===== config.mk =====
export PLATFORM = sky130hd
export DESIGN_NAME = riscv_muldiv_unit
export DESIGN_NICKNAME = d
export VERILOG_FILES = /design/src/rtl/riscv_muldiv_unit.sv
export SDC_FILE = /design/constraint.sdc
export NUM_CORES = 1
export LEC_CHECK = 0
export CAP_MARGIN = 20
export CORE_UTILIZATION = 27
export DETAILED_ROUTE_END_ITERATION = 10
export SYNTH_ARGS = -nofsm -noshare
export SYNTH_HDL_FRONTEND = slang
export SYNTH_SLANG_ARGS = --single-unit

===== constraint.sdc =====
create_clock -name clk -period 12.37 [get_ports clk]
set_clock_uncertainty 0.15 [all_clocks]
set_input_delay 3.0925 -clock clk [delete_from_list [all_inputs] [get_ports clk]]
set_output_delay 3.0925 -clock clk [all_outputs]
set_load 0.005 [all_outputs]

===== src/rtl/riscv_muldiv_unit.sv =====
// Iterative RV32M multiply/divide side unit: radix-2^MUL_STEP shift-add multiply,
// restoring radix-2 divide, single-cycle fast path for divide-by-zero and signed overflow.
module riscv_muldiv_unit #(
  parameter int DATA_W   = 32,
  parameter int TAG_W    = 5,
  parameter int MUL_STEP = 2
) (
  input  logic              clk,
  input  logic              nrst,
  input  logic              start,
  input  logic [2:0]        op,
  input  logic [DATA_W-1:0] rs1,
  input  logic [DATA_W-1:0] rs2,
  input  logic [TAG_W-1:0]  rd_tag,
  input  logic              kill,
  output logic              busy,
  output logic              stall_req,
  output logic              done,
  output logic [DATA_W-1:0] result,
  output logic [TAG_W-1:0]  rd_out
);

  localparam int CNT_W = $clog2(DATA_W) + 1;
  localparam logic [CNT_W-1:0] MUL_LAST = CNT_W'(DATA_W / MUL_STEP - 1);
  localparam logic [CNT_W-1:0] DIV_LAST = CNT_W'(DATA_W - 1);
  localparam logic [CNT_W-1:0] CNT_ONE  = CNT_W'(1);
  localparam logic [CNT_W-1:0] CNT_ZERO = CNT_W'(0);
  localparam logic [DATA_W-1:0] ZERO_W  = {DATA_W{1'b0}};
  localparam logic [DATA_W-1:0] ONES_W  = {DATA_W{1'b1}};
  localparam logic [DATA_W-1:0] MIN_NEG = {1'b1, {(DATA_W-1){1'b0}}};

  typedef enum logic [2:0] {
    S_IDLE = 3'd0,
    S_MUL  = 3'd1,
    S_DIV  = 3'd2,
    S_FIX  = 3'd3,
    S_DONE = 3'd4
  } state_t;

  state_t              state_r;
  logic [2:0]          op_r;
  logic [TAG_W-1:0]    tag_r;
  logic [DATA_W-1:0]   hi_r, lo_r, opnd_r;
  logic                sa_r, sb_r;
  logic [CNT_W-1:0]    cnt_r;
  logic [DATA_W-1:0]   result_r;
  logic [TAG_W-1:0]    rd_out_r;
  logic                done_r;

  logic                sgn_a_s, sgn_b_s, div_zero_s, ovf_s, div_ok_s;
  logic [DATA_W-1:0]   abs_a_s, abs_b_s, div_rem_s, quo_fix_s, rem_fix_s, fix_res_s;
  logic [DATA_W:0]     div_shift_s;
  logic [DATA_W+MUL_STEP-1:0] mul_sum_s;
  logic [2*DATA_W-1:0] mul_next_s, prod_fix_s;

  function automatic logic [DATA_W+MUL_STEP-1:0] partial_prod(
    input logic [DATA_W-1:0]   a,
    input logic [MUL_STEP-1:0] d
  );
    logic [DATA_W+MUL_STEP-1:0] pp;
    pp = {(DATA_W+MUL_STEP){1'b0}};
    for (int i = 0; i < MUL_STEP; i++) begin
      if (d[i]) pp = pp + ({{MUL_STEP{1'b0}}, a} << i);
      else      pp = pp;
    end
    return pp;
  endfunction

  // Operand sign flags: MULHSU treats only rs1 as signed, unsigned ops ignore signs.
  always_comb begin
    sgn_a_s = 1'b0;
    sgn_b_s = 1'b0;
    case (op)
      3'd1, 3'd4, 3'd6: begin
        sgn_a_s = rs1[DATA_W-1];
        sgn_b_s = rs2[DATA_W-1];
      end
      3'd2:    sgn_a_s = rs1[DATA_W-1];
      default: begin
        sgn_a_s = 1'b0;
        sgn_b_s = 1'b0;
      end
    endcase
  end

  assign abs_a_s    = sgn_a_s ? -rs1 : rs1;
  assign abs_b_s    = sgn_b_s ? -rs2 : rs2;
  assign div_zero_s = (rs2 == ZERO_W);
  assign ovf_s      = ((op == 3'd4) || (op == 3'd6)) && (rs1 == MIN_NEG) && (rs2 == ONES_W);

  // Multiply: hi accumulates, lo holds the unretired multiplier bits and collects product bits.
  assign mul_sum_s  = {{MUL_STEP{1'b0}}, hi_r} + partial_prod(opnd_r, lo_r[MUL_STEP-1:0]);
  assign mul_next_s = {mul_sum_s, lo_r[DATA_W-1:MUL_STEP]};

  // Divide: hi is the partial remainder, lo shifts the dividend out and the quotient in.
  assign div_shift_s = {hi_r, lo_r[DATA_W-1]};
  assign div_ok_s    = (div_shift_s >= {1'b0, opnd_r});
  assign div_rem_s   = div_shift_s[DATA_W-1:0] - opnd_r;

  assign prod_fix_s = (sa_r ^ sb_r) ? -{hi_r, lo_r} : {hi_r, lo_r};
  assign quo_fix_s  = (sa_r ^ sb_r) ? -lo_r : lo_r;
  assign rem_fix_s  = sa_r ? -hi_r : hi_r;

  // Final result selection by operation.
  always_comb begin
    fix_res_s = ZERO_W;
    case (op_r)
      3'd0:                   fix_res_s = prod_fix_s[DATA_W-1:0];
      3'd1, 3'd2, 3'd3:       fix_res_s = prod_fix_s[2*DATA_W-1:DATA_W];
      3'd4, 3'd5:             fix_res_s = quo_fix_s;
      3'd6, 3'd7:             fix_res_s = rem_fix_s;
      default:                fix_res_s = ZERO_W;
    endcase
  end

  // Control FSM and datapath registers.
  always_ff @(posedge clk or negedge nrst) begin
    if (!nrst) begin
      state_r  <= S_IDLE;
      op_r     <= 3'd0;
      tag_r    <= {TAG_W{1'b0}};
      hi_r     <= ZERO_W;
      lo_r     <= ZERO_W;
      opnd_r   <= ZERO_W;
      sa_r     <= 1'b0;
      sb_r     <= 1'b0;
      cnt_r    <= CNT_ZERO;
      result_r <= ZERO_W;
      rd_out_r <= {TAG_W{1'b0}};
      done_r   <= 1'b0;
    end else begin
      done_r <= 1'b0;
      case (state_r)
        S_IDLE: begin
          if (start && !kill) begin
            op_r  <= op;
            tag_r <= rd_tag;
            if (!op[2]) begin
              opnd_r  <= abs_a_s;
              lo_r    <= abs_b_s;
              hi_r    <= ZERO_W;
              sa_r    <= sgn_a_s;
              sb_r    <= sgn_b_s;
              cnt_r   <= MUL_LAST;
              state_r <= S_MUL;
            end else if (!div_zero_s && !ovf_s) begin
              opnd_r  <= abs_b_s;
              lo_r    <= abs_a_s;
              hi_r    <= ZERO_W;
              sa_r    <= sgn_a_s;
              sb_r    <= sgn_b_s;
              cnt_r   <= DIV_LAST;
              state_r <= S_DIV;
            end else begin
              // Fast path: preload the architectural answer as an unsigned quotient/remainder.
              lo_r    <= div_zero_s ? ONES_W : rs1;
              hi_r    <= div_zero_s ? rs1 : ZERO_W;
              sa_r    <= 1'b0;
              sb_r    <= 1'b0;
              state_r <= S_FIX;
            end
          end
        end
        S_MUL: begin
          if (kill) begin
            state_r <= S_IDLE;
          end else begin
            {hi_r, lo_r} <= mul_next_s;
            cnt_r        <= cnt_r - CNT_ONE;
            if (cnt_r == CNT_ZERO) state_r <= S_FIX;
          end
        end
        S_DIV: begin
          if (kill) begin
            state_r <= S_IDLE;
          end else begin
            hi_r  <= div_ok_s ? div_rem_s : div_shift_s[DATA_W-1:0];
            lo_r  <= {lo_r[DATA_W-2:0], div_ok_s};
            cnt_r <= cnt_r - CNT_ONE;
            if (cnt_r == CNT_ZERO) state_r <= S_FIX;
          end
        end
        S_FIX: begin
          if (kill) begin
            state_r <= S_IDLE;
          end else begin
            result_r <= fix_res_s;
            rd_out_r <= tag_r;
            done_r   <= 1'b1;
            state_r  <= S_DONE;
          end
        end
        S_DONE:  state_r <= S_IDLE;
        default: state_r <= S_IDLE;
      endcase
    end
  end

  assign busy      = (state_r == S_MUL) || (state_r == S_DIV) || (state_r == S_FIX);
  assign stall_req = (start && !kill && (state_r == S_IDLE)) || busy;
  assign done      = done_r;
  assign result    = result_r;
  assign rd_out    = rd_out_r;

endmodule


==> flow_summary.json <==
{
  "status": "finished clean",
  "ys_ff_latch": 153,
  "ys_types": 82,
  "vias": 17800,
  "fin_crit_ns": 9.28,
  "worstSetupPathType": "in2out",
  "ys_seq_area_share_pct": 22.6,
  "dp_hpwl_um": 51000,
  "gr-usage-met3_pct": 4.89,
  "power.density_nw_per_um2": 353,
  "grt_pass1_vias": 16200,
  "routed_wl_um": 66200,
  "hold_viol": 0,
  "met1_usage_pct": 28.8,
  "cp_slowest_cell": "o21ai_0",
  "setup_viol": 0,
  "synth-main-ff-cell": "dfrtp_1",
  "antenna_found_initial": 2,
  "drc": 0,
  "grtUsageMet2_pct": 29.6,
  "grt_usage_pct": 20.4,
  "io_pins": 116,
  "crit_chain": "clkdlybuf4s50_1, o21ai_0, o21a_2, buf_4, nand2_1, o21ai_0, clkdlybuf4s50_1",
  "core_um2": 61800,
  "h-tree-depth": 4,
  "grt-ovfl-total": 0,
  "post_cts_buffers": 0,
  "crit_fanout": 67,
  "critPathTopFamily": "buffers and inverters",
  "multi_input_area_um2": 12300,
  "drt_iter0_drc": 2033,
  "synth.top_cell.area_share_pct": 22.6,
  "io_buffers": 115,
  "final_common_cell": "nand2_1",
  "cts_tree": "built",
  "final_cell_mix": "nand2_1, a21oi_1, o21ai_0",
  "synth-warning-count": 0,
  "critPathRequiredTime_ns": 9.13,
  "synth_edf_count": 0,
  "grt_max_degree": 68,
  "setup_tns_ns": 0,
  "finalPower_mw": 6.86,
  "ff_latch_area_um2": 3830,
  "drive_above_1_share_pct": 5.51,
  "start_util_pct": 27.4,
  "cts_buffers": 17,
  "dr.pass1.iters": 6,
  "cts_hold_buf": 0,
  "netlist_instances": 2300,
  "num-fill-cells": 6629,
  "area_growth_syn_to_layout_pct": 14.7,
  "period_share_pct": 75.0,
  "synth_nets": 2476,
  "clock-sinks": 153,
  "syn_avg_cell_area_um2": 7.37,
  "dp_slack_ns": 3.11,
  "placedCellCount": 3127,
  "setup_ws_ns": 3.09,
  "peakVddDrop_mv": 0.146,
  "drv_slew": 0,
  "wl_per_cell_um": 20.9,
  "vias_per_cell": 5.63,
  "slowest_delay_ns": 0.57,
  "die_h_um": 252,
  "ant_nets": 0,
  "max-slew-margin-rel_pct": 24.1,
  "cts_root_buffer": "clkbuf_16",
  "cts.path.max_buffers": 2,
  "nets": 2486,
  "synthArstFlopShare_pct": 100,
  "critPathCaptureType": "primary output",
  "arrival_ns": 6.04,
  "worstSetupStartpointType": "primary input",
  "max_cap_violations": 0,
  "busiest_layer": "met2",
  "insertion_delay_ns": 0.47,
  "p_leak_nw": 7.76,
  "synth_top_area_cell": "dfrtp_1",
  "hold_class": "reg2reg",
  "final_cells": 3160,
  "die_area_um2": 63800,
  "path_clk_slew_ns": 0.06,
  "postCtsResizedCells": 0,
  "tightest_slew_ns": 1.13,
  "fmax_ghz": 0.108,
  "grt_pass1_wl_um": 99600,
  "cp.buffers_inverters": 3,
  "place.gp.congestion": 0.980,
  "rows": 91,
  "rsz0062_at_grt": "false",
  "die_x_um": 252,
  "netlist_area_um2": 16900,
  "netlist_top_cells_area": "dfrtp_1, ha_1, xnor2_1"
}
## cell usage after synthesis (all sizes together), types with 18 or more instances
cell type / count
xor2: 91
dfrtp: 153
ha: 97
or3: 21
o31ai: 18
a21o: 35
nand2: 272
mux2i: 23
clkbuf: 131
nor4: 24
a22oi: 19
a31oi: 49
o21a: 19
nor3: 47
o22ai: 33
a221oi: 41
inv: 81
nand4: 26
a21oi: 215
o21ai: 217
xnor2: 130
buf: 22
nand3: 52
mux2: 25
o211ai: 19
nor2: 202
## worst paths after layout
kind,cells past startpoint,from,to,slack [ns]
hold / removal,2,tag_r[3],rd_out[3],0.32
setup reg to reg,21,opnd_r[2],hi_r[30],5.25
hold reg to reg,2,tag_r[3],rd_out[3],0.32
setup / recovery,7,kill,stall_req,3.09
max in group asynchronous,2,nrst,opnd_r[31],8.47
min in group asynchronous,1,nrst,result[5],2.42
## per-stage QoR
stage	cell area (um2)	util, %	hold WS, ns
finish	19400	31.4	0.319
global route	19400	31.4	0.347
CTS	19400	31.4	0.321
detailed placement	18800	30.4	0.303
global placement	18800	30.4	0.300
floorplan	16900	-	0.289
## tightest hold or removal path: cells and delay by family, from the launching register on
| kind | cells | cell delay, ns |
|---|---|---|
| flops | 1 | 0.34 |
| simple gates | 2 | 0.10 |
## kinds of logic (layout without fill, tap and decap cells)
logic type	Yosys count	after routing	share of synthesized area [%]
AOI/OAI and AO/OA	784	784	28.9
xor gates and xnor gates	221	221	11.4
adders and majority gates	100	100	7.52
buffers and inverters	236	257	5.35
DFF	153	153	22.6
muxes	48	48	3.02
other	0	2	0
and+or+nand+nor	758	758	21.2
## per-layer routing
metal	share of wire, %	wire length (um)
met1	45	29800
met2	42	27700
met3	9.4	6250
met4	3.6	2390
met5	0.017	11
## where the power goes
group	leakage, nW	switching (mW)	internal, mW
sequential	1.87	0.437	0.740
clock	0.286	0.246	0.317
combinational	5.60	3.01	2.11
## final cells by class
class	count	share of cell area, %
Antenna cell	2	0.0258
Multi-Input combinational cell	1911	63.1
Clock buffer	17	2.19
Timing Repair Buffer	144	7.13
Sequential cell	153	19.7
Tap cell	837	5.39
Inverter	83	1.60
Clock inverter	13	0.882
## sequential cells by signal, summed over array words and instances (netlist names), 3 cells and up
name and count:
hi_r 32, cnt_r 6, opnd_r 32, rd_out 5
lo_r 32, tag_r 5, result 32, state_r 3
op_r 3
No activity file was read; power rests on OpenSTA's default activity.
